--- config.mk ---
export PLATFORM = sky130hd
export DESIGN_NAME = fetch_seq_64
export DESIGN_NICKNAME = d
export VERILOG_FILES = /design/src/rtl/y86_pkg.sv /design/src/rtl/fetch_len_decode_64.sv /design/src/rtl/fetch_seq_64.sv
export SDC_FILE = /design/constraint.sdc
export NUM_CORES = 1
export LEC_CHECK = 0
export CAP_MARGIN = 20
export CORE_ASPECT_RATIO = 0.9
export CORE_MARGIN = 5
export CORE_UTILIZATION = 48
export CTS_CLUSTER_DIAMETER = 200
export DETAILED_ROUTE_END_ITERATION = 8
export PLACE_DENSITY = 0.81
export SLEW_MARGIN = 20
export SYNTH_ARGS = -nofsm -noshare
export SYNTH_HDL_FRONTEND = slang
export SYNTH_HIERARCHICAL = 1
export SYNTH_SLANG_ARGS = --single-unit
--- constraint.sdc ---
create_clock -name clk -period 4.4 [get_ports clk]
set_input_delay 1.1 -clock clk [delete_from_list [all_inputs] [get_ports clk]]
set_output_delay 1.1 -clock clk [all_outputs]
set_load 0.02 [all_outputs]
--- src/rtl/y86_pkg.sv ---
// Y86-64 shared definitions: icode values, absent-register code, fetch FSM states, length helper.
// Latency: none (declarations only).
// Backpressure: not applicable.
package y86_pkg;

    localparam logic [3:0] I_HALT   = 4'h0;
    localparam logic [3:0] I_NOP    = 4'h1;
    localparam logic [3:0] I_RRMOVQ = 4'h2;
    localparam logic [3:0] I_IRMOVQ = 4'h3;
    localparam logic [3:0] I_RMMOVQ = 4'h4;
    localparam logic [3:0] I_MRMOVQ = 4'h5;
    localparam logic [3:0] I_OPQ    = 4'h6;
    localparam logic [3:0] I_JXX    = 4'h7;
    localparam logic [3:0] I_CALL   = 4'h8;
    localparam logic [3:0] I_RET    = 4'h9;
    localparam logic [3:0] I_PUSHQ  = 4'hA;
    localparam logic [3:0] I_POPQ   = 4'hB;

    localparam logic [3:0] RNONE    = 4'hF;

    typedef enum logic [2:0] {
        FETCH0   = 3'd0,
        FETCHREG = 3'd1,
        FETCHC   = 3'd2,
        PRESENT  = 3'd3,
        WAITPC   = 3'd4,
        HALT     = 3'd5
    } fetch_state_e;

    // Encoded length in bytes; codes outside the ISA fall back to a single byte.
    function automatic logic [3:0] instr_len(input logic [3:0] icode);
        case (icode)
            I_RRMOVQ, I_OPQ, I_PUSHQ, I_POPQ: instr_len = 4'd2;
            I_IRMOVQ, I_RMMOVQ, I_MRMOVQ:     instr_len = 4'd10;
            I_JXX, I_CALL:                    instr_len = 4'd9;
            default:                          instr_len = 4'd1;
        endcase
    endfunction

endpackage

--- src/rtl/fetch_len_decode_64.sv ---
// Classifies an icode into its byte layout: register-id byte, 8-byte constant, or illegal.
// Latency: combinational.
// Backpressure: none; pure function of the icode.
module fetch_len_decode_64
    import y86_pkg::*;
#(
    parameter logic [3:0] MAX_ICODE = 4'hB
) (
    input  logic [3:0] icode_i,
    output logic       needs_regids_o,
    output logic       needs_valc_o,
    output logic       illegal_o
);

    // Illegal codes carry no extra bytes so the fetcher presents them after byte 0.
    always_comb begin
        needs_regids_o = 1'b0;
        needs_valc_o   = 1'b0;
        illegal_o      = (icode_i > MAX_ICODE);
        if (!illegal_o) begin
            case (icode_i)
                I_RRMOVQ, I_OPQ, I_PUSHQ, I_POPQ: needs_regids_o = 1'b1;
                I_IRMOVQ, I_RMMOVQ, I_MRMOVQ: begin
                    needs_regids_o = 1'b1;
                    needs_valc_o   = 1'b1;
                end
                I_JXX, I_CALL: needs_valc_o = 1'b1;
                default: ;
            endcase
        end
    end

endmodule

--- src/rtl/fetch_seq_64.sv ---
// Y86-64 SEQ fetch: reads an instruction byte-serially from imem, decodes fields, presents them.
// Latency: one imem handshake per instruction byte, then held in PRESENT until accepted.
// Backpressure: out_valid holds all fields stable until out_ready; imem_req held until imem_ack.
module fetch_seq_64
    import y86_pkg::*;
#(
    parameter logic [63:0] RESET_PC  = 64'h0,
    parameter logic [3:0]  MAX_ICODE = 4'hB
) (
    input  logic        clk,
    input  logic        rst_n,
    input  logic        pc_load,
    input  logic [63:0] pc_in,
    output logic        imem_req,
    output logic [63:0] imem_addr,
    input  logic        imem_ack,
    input  logic [7:0]  imem_rdata,
    output logic        out_valid,
    input  logic        out_ready,
    output logic [3:0]  icode,
    output logic [3:0]  ifun,
    output logic [3:0]  rA,
    output logic [3:0]  rB,
    output logic [63:0] valC,
    output logic [63:0] valP,
    output logic [63:0] pc,
    output logic        instr_err,
    output logic        halted
);

    fetch_state_e state_q, state_d;
    logic [63:0]  pc_q, pc_d;
    logic [63:0]  valc_q, valc_d;
    logic [63:0]  valp_q, valp_d;
    logic [3:0]   icode_q, icode_d;
    logic [3:0]   ifun_q, ifun_d;
    logic [3:0]   ra_q, ra_d;
    logic [3:0]   rb_q, rb_d;
    logic [3:0]   idx_q, idx_d;
    logic [2:0]   kidx_q, kidx_d;
    logic         req_q, req_d;
    logic         err_q, err_d;
    logic         halted_q, halted_d;

    logic         byte_vld;
    logic [3:0]   dec_icode;
    logic         dec_regids;
    logic         dec_valc;
    logic         dec_illegal;
    logic [3:0]   len0;

    // An ack only counts while our own request is up.
    assign byte_vld  = req_q & imem_ack;
    // Byte 0 is classified straight off the bus; later bytes use the captured icode.
    assign dec_icode = (state_q == FETCH0) ? imem_rdata[7:4] : icode_q;
    assign len0      = dec_illegal ? 4'd1 : instr_len(dec_icode);

    fetch_len_decode_64 #(
        .MAX_ICODE(MAX_ICODE)
    ) u_len_dec (
        .icode_i        (dec_icode),
        .needs_regids_o (dec_regids),
        .needs_valc_o   (dec_valc),
        .illegal_o      (dec_illegal)
    );

    // Next-state: byte sequencing, field capture, presentation and PC hand-off.
    always_comb begin
        state_d  = state_q;
        pc_d     = pc_q;
        valc_d   = valc_q;
        valp_d   = valp_q;
        icode_d  = icode_q;
        ifun_d   = ifun_q;
        ra_d     = ra_q;
        rb_d     = rb_q;
        idx_d    = idx_q;
        kidx_d   = kidx_q;
        err_d    = err_q;
        halted_d = halted_q;
        case (state_q)
            FETCH0: begin
                if (byte_vld) begin
                    icode_d = imem_rdata[7:4];
                    ifun_d  = imem_rdata[3:0];
                    err_d   = dec_illegal;
                    valp_d  = pc_q + {60'd0, len0};
                    idx_d   = idx_q + 4'd1;
                    if (dec_regids) begin
                        state_d = FETCHREG;
                    end else if (dec_valc) begin
                        state_d = FETCHC;
                    end else begin
                        state_d = PRESENT;
                    end
                end
            end
            FETCHREG: begin
                if (byte_vld) begin
                    ra_d    = imem_rdata[7:4];
                    rb_d    = imem_rdata[3:0];
                    idx_d   = idx_q + 4'd1;
                    state_d = dec_valc ? FETCHC : PRESENT;
                end
            end
            FETCHC: begin
                if (byte_vld) begin
                    valc_d[{kidx_q, 3'b000} +: 8] = imem_rdata;
                    idx_d  = idx_q + 4'd1;
                    kidx_d = kidx_q + 3'd1;
                    if (kidx_q == 3'd7) begin
                        state_d = PRESENT;
                    end
                end
            end
            PRESENT: begin
                if (out_ready) begin
                    if ((icode_q == I_HALT) || err_q) begin
                        halted_d = 1'b1;
                        state_d  = HALT;
                    end else begin
                        state_d  = WAITPC;
                    end
                end
            end
            WAITPC: begin
                if (pc_load) begin
                    pc_d    = pc_in;
                    valc_d  = 64'd0;
                    ra_d    = RNONE;
                    rb_d    = RNONE;
                    idx_d   = 4'd0;
                    kidx_d  = 3'd0;
                    err_d   = 1'b0;
                    state_d = FETCH0;
                end
            end
            HALT: ;
            default: state_d = FETCH0;
        endcase
        // Request is registered from the next state so it is low out of reset and
        // rises the cycle after a PC load.
        req_d = (state_d == FETCH0) || (state_d == FETCHREG) || (state_d == FETCHC);
    end

    // State and datapath registers.
    always_ff @(posedge clk or negedge rst_n) begin
        if (!rst_n) begin
            state_q  <= FETCH0;
            pc_q     <= RESET_PC;
            valc_q   <= 64'd0;
            valp_q   <= 64'd0;
            icode_q  <= 4'd0;
            ifun_q   <= 4'd0;
            ra_q     <= RNONE;
            rb_q     <= RNONE;
            idx_q    <= 4'd0;
            kidx_q   <= 3'd0;
            req_q    <= 1'b0;
            err_q    <= 1'b0;
            halted_q <= 1'b0;
        end else begin
            state_q  <= state_d;
            pc_q     <= pc_d;
            valc_q   <= valc_d;
            valp_q   <= valp_d;
            icode_q  <= icode_d;
            ifun_q   <= ifun_d;
            ra_q     <= ra_d;
            rb_q     <= rb_d;
            idx_q    <= idx_d;
            kidx_q   <= kidx_d;
            req_q    <= req_d;
            err_q    <= err_d;
            halted_q <= halted_d;
        end
    end

    assign imem_req  = req_q;
    assign imem_addr = req_q ? (pc_q + {60'd0, idx_q}) : 64'd0;
    assign out_valid = (state_q == PRESENT);
    assign icode     = icode_q;
    assign ifun      = ifun_q;
    assign rA        = ra_q;
    assign rB        = rb_q;
    assign valC      = valc_q;
    assign valP      = valp_q;
    assign pc        = pc_q;
    assign instr_err = err_q;
    assign halted    = halted_q;

endmodule

==> impl_metrics.tcl, run 1 <==
set metrics [dict create \
    max_slew_margin 0.306 \
    path_cells "ha_1 -> and3_1 -> a211o_2 -> and3_1 -> nand2_1 -> xnor2_1 -> and2_1 -> clkdlybuf4s50_1" \
    totalWireLength_mm 45.2 \
    synthFlopType "dfrtp_1" \
    utilization 0.687 \
    worstHoldStart "valP[11]$_DFFE_PN0P_" \
    start_util 0.483 \
    yosys_warnings 6 \
    power.density_mw_per_mm2 771 \
    whs_endpoint "valP[11]$_DFFE_PN0P_" \
    layout_common_cells "315 x clkdlybuf4s50_1, 310 x nand2_1, 198 x dfrtp_1" \
    ant_nets 0 \
    final.min_clock_period_ns 4.34 \
    cts_num_sinks 221 \
    cp_slowest_cell "clkdlybuf4s50_1" \
    drc 0 \
    synth_top_area_frac 0.442 \
    end_kind "output pin" \
    rr_startpoint "state_q[2]$_DFF_PN0_" \
    drv_cap 0 \
    synth.net_count 1424 \
    core_area_mm2 0.0250 \
    placed_cells 2008 \
    fin_skew_ns 0.0137 \
    gp_congestion 1.01 \
    ir_drop_uv 498 \
    worstHoldPathCells 2 \
    grt-ovfl-total 0 \
    finalNonFillerCells 2056 \
    synthArstFlopShare 1.00 \
    layout_commonest_cell "clkdlybuf4s50_1" \
    p_total_uw 13200 \
    dr.first_iter.drc_count 1242 \
    crit_top_cell "and3_1" \
    nets 1790 \
    synth-seq-cells 221 \
    outcome "finished, final reports clean" \
    multi_input_area_mm2 0.00609 \
    htreeDepth 1 \
    tightestPinTransition_ns 1.04 \
    final_max_slew_viol_count 0 \
    tritoncts "done" \
    clk_pin_slew_worst_paths_ns 0.06 \
    crit_fanout 6 \
    ios 353 \
    syn_area_mm2 0.0121 \
    synth-edff-count 0 \
    setup_violations 0 \
    max_stage_delay_ns 0.61 \
    synth.avg_cell_area_um2 9.07 \
    r2r_cells 14 \
    grt_max_degree 101 \
    grt_use_total 0.306 \
    start_kind "flip-flop" \
    grt_pass1_wl_mm 69.0 \
    port_buffers 352 \
    rows 55 \
    area_growth_pct 42.2 \
    dr.pass1.iters 5 \
    finalCritPeriodShare 0.986 \
    synth.distinct_cells 65 \
    wl_per_cell_um 22.0 \
    dpl.hpwl_mm 33.0 \
    seq_area_mm2 0.00556 \
    place_ws_ns -0.285 \
    die_x_um 177 \
    cts_max_path_buffers 3 \
    r2r_slack_ns 0.28 \
    drive_gt1_frac 0.125 \
    yosysSeqAreaShare 0.459 \
    insertion_delay_ns 0.54 \
    fmax_mhz 231 \
    worst_slack_ns 0.0628 \
    hold_violations 0 \
    grt_pass1_vias 11781 \
    cts_buffers 25 \
    clockRootBuffer "clkbuf_16" \
    holdBufCountCts 0 \
    dieArea_mm2 0.0284 \
    synth_area_leaders "dfrtp_1 44%, nand2_1 9.6%, xnor2_1 4.9%" \
    p_leak_uw 0.00752 \
    worstSetupPathType "flip-flop to output pin" \
    r2r_end "valP[56]$_DFFE_PN0P_" \
    cp_data_required_time_ns 3.30 \
    die_h_um 160 \
    n_antenna_cell 0 \
    antenna_found_initial 1 \
    hold_path_class "flip-flop to flip-flop" \
    cp.arrival_ns 3.24 \
    viasPerCell 5.75 \
    fillers 1934 \
    syn_inst 1331 \
    yosysTopAreaCell "dfrtp_1" \
    vias 11815 \
]
cell type report:
class | instances | share of cell area
Clock buffer | 33 | 0.0405
Timing Repair Buffer | 437 | 0.244
Tap cell | 342 | 0.0249
Inverter | 15 | 0.00328
Clock inverter | 11 | 0.00860
Sequential cell | 221 | 0.324
Multi-Input combinational cell | 997 | 0.355
metrics by stage:
step                cell area [um^2]  hold WS, ns  TNS [ns]
floorplan                      12100        0.509         0
CTS                            17100        0.483    -0.832
finish                         17200        0.478         0
global placement               16200        0.453    -0.351
global route                   17200        0.512   -0.0379
detailed placement             16200        0.466     -4.37
cell usage after synthesis (all sizes together) (4+ instances only):
library cell	n
dfrtp	213
nand4	44
nor2b	8
and2	60
nand2	310
nand3	43
a21oi	23
xnor2	67
a21boi	8
clkbuf	64
ha	14
xor2	49
and4	6
mux2i	4
dfstp	8
nand2b	4
buf	33
nor2	75
inv	15
nor3	38
nor4	23
a22o	56
or2	5
mux2	12
and3	11
or3	16
o21ai	88
critical path: cells and delay by family (launching register included):
kind,cells,cell delay (ns)
compound gates,1,0.42
xor+xnor,1,0.11
fa+ha+maj,1,0.38
buf+inv,1,0.61
flops,1,0.43
simple gates,4,0.73
timing repair:
item,CTS,global route
buffers inserted,2,2
setup endpoints to repair,38,43
pin swaps,3,4
resized for setup,48,26
logic make-up (layout without fill, tap and decap cells):
logic type / count (synthesis) / count (layout) / synth area share
xor+xnor: 116 / 116 / 0.0842
buf+inv: 113 / 496 / 0.0490
compound gates: 197 / 197 / 0.106
simple gates: 652 / 652 / 0.269
fa+ha+maj: 16 / 16 / 0.0178
flops: 221 / 221 / 0.459
mux: 16 / 16 / 0.0148
sequential cells by signal (all words and copies together) (netlist names):
register,flops
pc,64
valC,64
valP,64
icode,4
idx_q,4
ifun,4
rA,4
rB,4
kidx_q,3
state_q,3
halted,1
imem_req,1
instr_err,1
where the power goes:
part	internal (uW)	switching [uW]	leakage [uW]
sequential	2920	942	0.00284
combinational	3260	3920	0.00426
clock	1290	889	0.000417
total	7480	5750	0.00752
metal layers:
| metal | up-vias | global-route usage | part of all wire |
|---|---|---|---|
| li1 | 5260 | - | - |
| met1 | 5706 | 0.396 | 0.39 |
| met2 | 702 | 0.485 | 0.46 |
| met3 | 145 | 0.0859 | 0.11 |
| met4 | 2 | 0.125 | 0.049 |
| met5 | - | 0 | 0.00029 |
worst max path at each step:
stage                             from                    to  slack, ns  depth (start not counted)
floorplan                imem_rdata[4]  valP[50]$_DFFE_PN0P_       0.53                         15
global placement         imem_rdata[6]  valP[48]$_DFFE_PN0P_      -0.06                         15
detailed placement       imem_rdata[6]  valP[56]$_DFFE_PN0P_      -0.28                         14
CTS                  pc[0]$_DFFE_PN0P_         imem_addr[56]      -0.18                         10
global route        pc[38]$_DFFE_PN0P_         imem_addr[59]      -0.02                          8
finish               pc[3]$_DFFE_PN0P_         imem_addr[41]       0.06                          8
Note: power is estimated with default switching activity, not from simulation.
==> run 2, diff against run 1 <==
Settings changed: CORE_MARGIN 5 to unset.
==> run 2 against run 1 <==
Compared with the run above: highest routed layer is now met4; power decreased by 0.71%; setup slack got worse by 0.020 ns; die area is 9.3% lower; first-iteration DRC count increased by 4.1%; worst hold slack got worse by 0.0014 ns; register-to-register slack barely moved.
==> impl_metrics.tcl, run 2 (synthesis gave the netlist of run 1 again) <==
set metrics [dict create \
    start_kind "flip-flop" \
    ir_drop_uv 498 \
    drc 0 \
    nets 1799 \
    crit_fanout 5 \
    dieArea_mm2 0.0258 \
    outcome "finished, final reports clean" \
    final_max_slew_viol_count 0 \
    cts_num_sinks 221 \
    n_antenna_cell 0 \
    port_buffers 352 \
    end_kind "output pin" \
    viasPerCell 5.73 \
    holdWs_ns 0.477 \
    worstHoldPathCells 2 \
    insertion_delay_ns 0.53 \
    core_area_mm2 0.0245 \
    ios 353 \
    finalCritPeriodShare 0.990 \
    layout_commonest_cell "clkdlybuf4s50_1" \
    dpl.hpwl_mm 31.8 \
    grt-ovfl-total 0 \
    grt_use_total 0.336 \
    max_stage_delay_ns 0.68 \
    rows 54 \
    layout_common_cells "315 x clkdlybuf4s50_1, 310 x nand2_1, 196 x dfrtp_1" \
    cp_data_required_time_ns 3.30 \
    tritoncts "done" \
    placed_cells 2011 \
    vias 11813 \
    gp_congestion 0.981 \
    clk_pin_slew_worst_paths_ns 0.07 \
    rsz0062_at_grt "false" \
    grt_pass1_wl_mm 66.9 \
    worstHoldStart "valP[13]$_DFFE_PN0P_" \
    grt_pass1_vias 11271 \
    drv_cap 0 \
    stdcell_area_mm2 0.0172 \
    cts_max_path_buffers 3 \
    hold_violations 0 \
    tns_ns 0 \
    r2r_slack_ns 0.27 \
    fin_skew_ns 0.0197 \
    cp.arrival_ns 3.26 \
    hold_path_class "flip-flop to flip-flop" \
    area_growth_pct 42.2 \
    antenna_found_initial 0 \
    power.density_mw_per_mm2 765 \
    rr_startpoint "state_q[2]$_DFF_PN0_" \
    cts_buffers 24 \
    holdBufCountCts 0 \
    p_leak_uw 0.00756 \
    crit_top_cell "nand4_1" \
    dr.pass1.iters 7 \
    die_x_um 169 \
    setup_violations 0 \
    r2r_cells 14 \
    wl_per_cell_um 21.2 \
    r2r_end "valP[48]$_DFFE_PN0P_" \
    place_area_mm2 0.0162 \
    clockRootBuffer "clkbuf_16" \
    die_h_um 152 \
    tightestPinTransition_ns 0.875 \
    ant_nets 0 \
    finalNonFillerCells 2060 \
    p_total_uw 13100 \
    max_slew_margin 0.417 \
    cp_slowest_cell "clkdlybuf4s50_1" \
    fmax_mhz 229 \
    grt_max_degree 106 \
    worstSetupPathType "flip-flop to output pin" \
    drive_gt1_frac 0.130 \
    path_cells "nand4_1 -> buf_4 -> nor4_1 -> nand4_1 -> or3_1 -> a21boi_0 -> clkdlybuf4s50_1" \
    dr.first_iter.drc_count 1293 \
    whs_endpoint "valP[13]$_DFFE_PN0P_" \
    start_util 0.493 \
    htreeDepth 1 \
    final.min_clock_period_ns 4.36 \
    totalWireLength_mm 43.6 \
]
## run 2: cell count changes in the layout (fill, tap and decap cells not counted), moves of 3 or more
| cell | delta |
|---|---|
| clkbuf_2 | +4 |
| buf_4 | +10 |
| clkinv_2 | -4 |
| dlygate4sd2_1 | -6 |
| clkbuf_8 | +3 |
## run 2: critical path: cells and delay by family, from the launching register on
kind,cells,cell delay [ns]
flops,1,0.44
compound gates,1,0.33
buf+inv,2,0.92
simple gates,4,1.03
## run 2: where the power goes
part	switching, uW	internal (uW)
registers	927	2920
logic	3880	3240
clock network	852	1300
## run 2: per-stage QoR
stage | utilization | setup WS (ns)
after global routing | 0.702 | 0.00939
after CTS | 0.699 | 0.00212
after detailed placement | 0.662 | -0.213
after floorplan | - | 0.534
final | 0.702 | 0.0424
after global placement | 0.662 | -0.0768
## run 2: timing repair
action / 4_1_cts / 5_1_grt
setup buffers: 3 / 2
pin swaps: 3 / 3
setup endpoints to repair: 36 / 36
gates resized for setup: 45 / 33
## run 2: area by class of cell
cell class | count | area, um^2
clock buffer | 37 | 719
sequential | 221 | 5560
timing repair buffer | 447 | 4240
fill | 1944 | 7300
multi-input combinational | 997 | 6040
inverter | 15 | 56.3
clock inverter | 7 | 125
tap | 336 | 420
## run 2: worst max path at each step
| stage | from | end | slack, ns | cells past startpoint |
|---|---|---|---|---|
| 3_3_place_gp | imem_rdata[4] | valP[48]$_DFFE_PN0P_ | -0.08 | 14 |
| 6_report | pc[38]$_DFFE_PN0P_ | imem_addr[51] | 0.04 | 7 |
| 2_1_floorplan | imem_rdata[4] | valP[50]$_DFFE_PN0P_ | 0.53 | 15 |
| 5_1_grt | pc[41]$_DFFE_PN0P_ | imem_addr[55] | 0.009 | 8 |
| 4_1_cts | idx_q[0]$_DFFE_PN0P_ | imem_addr[22] | 0.002 | 10 |
| 3_5_place_dp | imem_rdata[4] | valP[48]$_DFFE_PN0P_ | -0.21 | 14 |
## run 2: layer usage
metal	up-vias	share of wire	GRT usage
li1	5280	-	-
met1	5738	0.41	0.456
met2	680	0.45	0.508
met3	115	0.10	0.0865
met4	0	0.043	0.146
met5	-	0	0
==> run 3, diff against run 2 <==
Settings changed: CTS_CLUSTER_DIAMETER 200 to 40, SETUP_SLACK_MARGIN set to 0.4, SYNTH_HIERARCHICAL 1 to unset.
==> run 3 against run 2 <==
Compared with the run above: combinational power down 98%; first-iteration DRC count down 0.39%; final area up 1.3%; flip-flop and latch count unchanged; cell count up 1.1%; sequential share of layout area down 0.48 points; setup slack better by 0.20 ns; maximum frequency up 4.7%; critical endpoint is now imem_addr[52]; largest power group is now the clock network; highest routed layer is now met5.
==> impl_metrics.tcl, run 3 <==
set metrics [dict create \
    synth_common_cells "371 x nand2_1, 213 x dfrtp_1, 106 x nor2_1" \
    synth-xor-area-share 0.0851 \
    synth.avg_cell_area_um2 8.57 \
    yosys_warnings 0 \
    layout_commonest_cell "nand2_1" \
    fmax_mhz 240 \
    r2r_cells 11 \
    syn_area_mm2 0.0117 \
    dieArea_mm2 0.0251 \
    clockRootBuffer "clkbuf_16" \
    path_cells "ha_4 -> fa_2 -> a21o_1 -> a21oi_2 -> buf_4 -> or4_4 -> buf_6 -> nor4_4 -> xnor2_1 -> nor2_1 -> buf_4" \
    rows 53 \
    grt_pass1_wl_mm 68.4 \
    final_max_slew_viol_count 0 \
    outcome "finished, final reports clean" \
    dr.first_iter.drc_count 1288 \
    dr.pass1.iters 6 \
    synth.distinct_cells 61 \
    final.min_clock_period_ns 4.16 \
    power.density_mw_per_mm2 284 \
    nets 1848 \
    r2r_slack_ns 1.00 \
    syn_inst 1369 \
    insertion_delay_ns 0.52 \
    synth_compound_area_frac 0.104 \
    antenna_found_initial 1 \
    crit_top_cell "buf_4" \
    dpl.hpwl_mm 31.3 \
    r2r_end "valP[50]$_DFFE_PN0P_" \
    crit_fanout 5 \
    cts_max_path_buffers 3 \
    layout_common_cells "367 x nand2_1, 291 x clkdlybuf4s50_1, 205 x dfrtp_1" \
    hold_violations 0 \
    synth.net_count 1463 \
    muxShareOfSynthArea 0.00725 \
    synth_most_common_cell "nand2_1" \
    die_h_um 150 \
    finalCritPeriodShare 0.946 \
    tritoncts "done" \
    cp_slowest_cell "or4_4" \
    crit_path_start "idx_q[0]$_DFFE_PN0P_" \
    drv_cap 0 \
    vias 12202 \
    tightestPinTransition_ns 0.986 \
    drive_gt1_frac 0.157 \
    multi_input_area_mm2 0.00598 \
    yosysSeqAreaShare 0.472 \
    worstHoldPathCells 2 \
    synthArstFlopShare 1.00 \
    drc 0 \
    tns_ns 0 \
    worstSetupPathType "flip-flop to output pin" \
    rsz0062_at_grt "true" \
    viasPerCell 5.86 \
    wl_per_cell_um 21.5 \
    setup_violations 0 \
    totalWireLength_mm 44.7 \
    grt_max_degree 101 \
    area_growth_pct 48.2 \
    holdBufCountCts 0 \
    ios 353 \
    ant_nets 0 \
    cts_buffers 35 \
    synthFlopType "dfrtp_1" \
    grt_pass1_vias 11903 \
    cp.arrival_ns 3.06 \
    synth_area_leaders "dfrtp_1 45%, nand2_1 12%, xnor2_1 5.5%" \
    crit_end "imem_addr[52]" \
    n_antenna_cell 0 \
    cts_num_sinks 221 \
    port_buffers 352 \
    start_util 0.495 \
    fin_skew_ns 0.0215 \
    p_total_uw 4930 \
    synth-seq-cells 221 \
    clk_pin_slew_worst_paths_ns 0.06 \
    fillers 1756 \
    synth_top_area_frac 0.454 \
    synth_top_family_by_area "simple AND/OR/NAND/NOR gates" \
    die_x_um 167 \
    cp_data_required_time_ns 3.30 \
    yosysTopAreaCell "dfrtp_1" \
    end_kind "output pin" \
    gp_congestion 0.926 \
    core_area_mm2 0.0237 \
    grt-ovfl-total 0 \
    synth-simple-area-share 0.270 \
    synth-edff-count 0 \
    yosys.area_share.adder 0.0194 \
    p_leak_uw 0.00747 \
    hold_path_class "flip-flop to flip-flop" \
    seq_area_mm2 0.00555 \
    ir_drop_uv 269 \
    rr_startpoint "state_q[1]$_DFF_PN0_" \
    max_stage_delay_ns 0.63 \
    grt_use_total 0.353 \
    htreeDepth 2 \
    start_kind "flip-flop" \
    max_slew_margin 0.341 \
]
[run 3: worst min path at each step]
stage | start | end | slack, ns
CTS | ifun[3]$_DFFE_PN0P_ | ifun[3]$_DFFE_PN0P_ | 0.48
finish | ifun[3]$_DFFE_PN0P_ | ifun[3]$_DFFE_PN0P_ | 0.48
floorplan | idx_q[3]$_DFFE_PN0P_ | idx_q[3]$_DFFE_PN0P_ | 0.51
detailed placement | ifun[3]$_DFFE_PN0P_ | ifun[3]$_DFFE_PN0P_ | 0.46
global placement | ifun[3]$_DFFE_PN0P_ | ifun[3]$_DFFE_PN0P_ | 0.46
global route | halted$_DFFE_PN0P_ | halted$_DFFE_PN0P_ | 0.49
[run 3: layer usage]
layer | track usage | share of wire | vias up
li1 | - | - | 5415
met1 | 0.453 | 0.39 | 5848
met2 | 0.563 | 0.45 | 777
met3 | 0.0902 | 0.11 | 160
met4 | 0.169 | 0.047 | 2
met5 | 0 | 0.00025 | -
[run 3: timing repair]
action,CTS,global route
setup buffers,15,14
setup endpoints to repair,59,56
pin swaps,11,11
resized for setup,171,56
[run 3: critical path: cells and delay by family, from the launching register on]
kind | cells | cell delay (ns)
AND/OR/NAND/NOR | 3 | 0.85
buffers and inverters | 3 | 0.47
flip-flops | 1 | 0.43
adder cells (fa/ha/maj) | 2 | 0.39
AO/OA/AOI/OAI | 2 | 0.26
XOR/XNOR | 1 | 0.15
[run 3: cell type report]
type,instances,share of cell area
tap,302,0.0217
clock buffer,48,0.0584
inverter,13,0.00281
timing repair buffer,455,0.245
sequential,221,0.319
clock inverter,15,0.00878
multi-input combinational,1028,0.344
[run 3: report_power, final]
group	total [uW]	internal, uW	switching (uW)
logic	142	68.3	73.4
registers	2030	2030	0
clock network	2750	1700	1050
total	4930	3800	1130
[run 3: cells by family after synthesis]
logic type,count (synthesis)
AO/OA/AOI/OAI,198
flip-flops,221
multiplexers,8
adder cells (fa/ha/maj),17
XOR/XNOR,114
AND/OR/NAND/NOR,691
buffers and inverters,120
[run 3: per-stage QoR]
stage               std cells  hold slack (ns)  area [um^2]  worst slack, ns  utilization
global route             2082            0.490        17400            0.189        0.734
finish                   2082            0.477        17400            0.239        0.734
CTS                      2068            0.477        17200            0.229        0.726
floorplan                1369            0.509        11700            0.644            -
global placement         1990            0.461        15800            0.167        0.668
detailed placement       1990            0.463        15800           0.0955        0.668
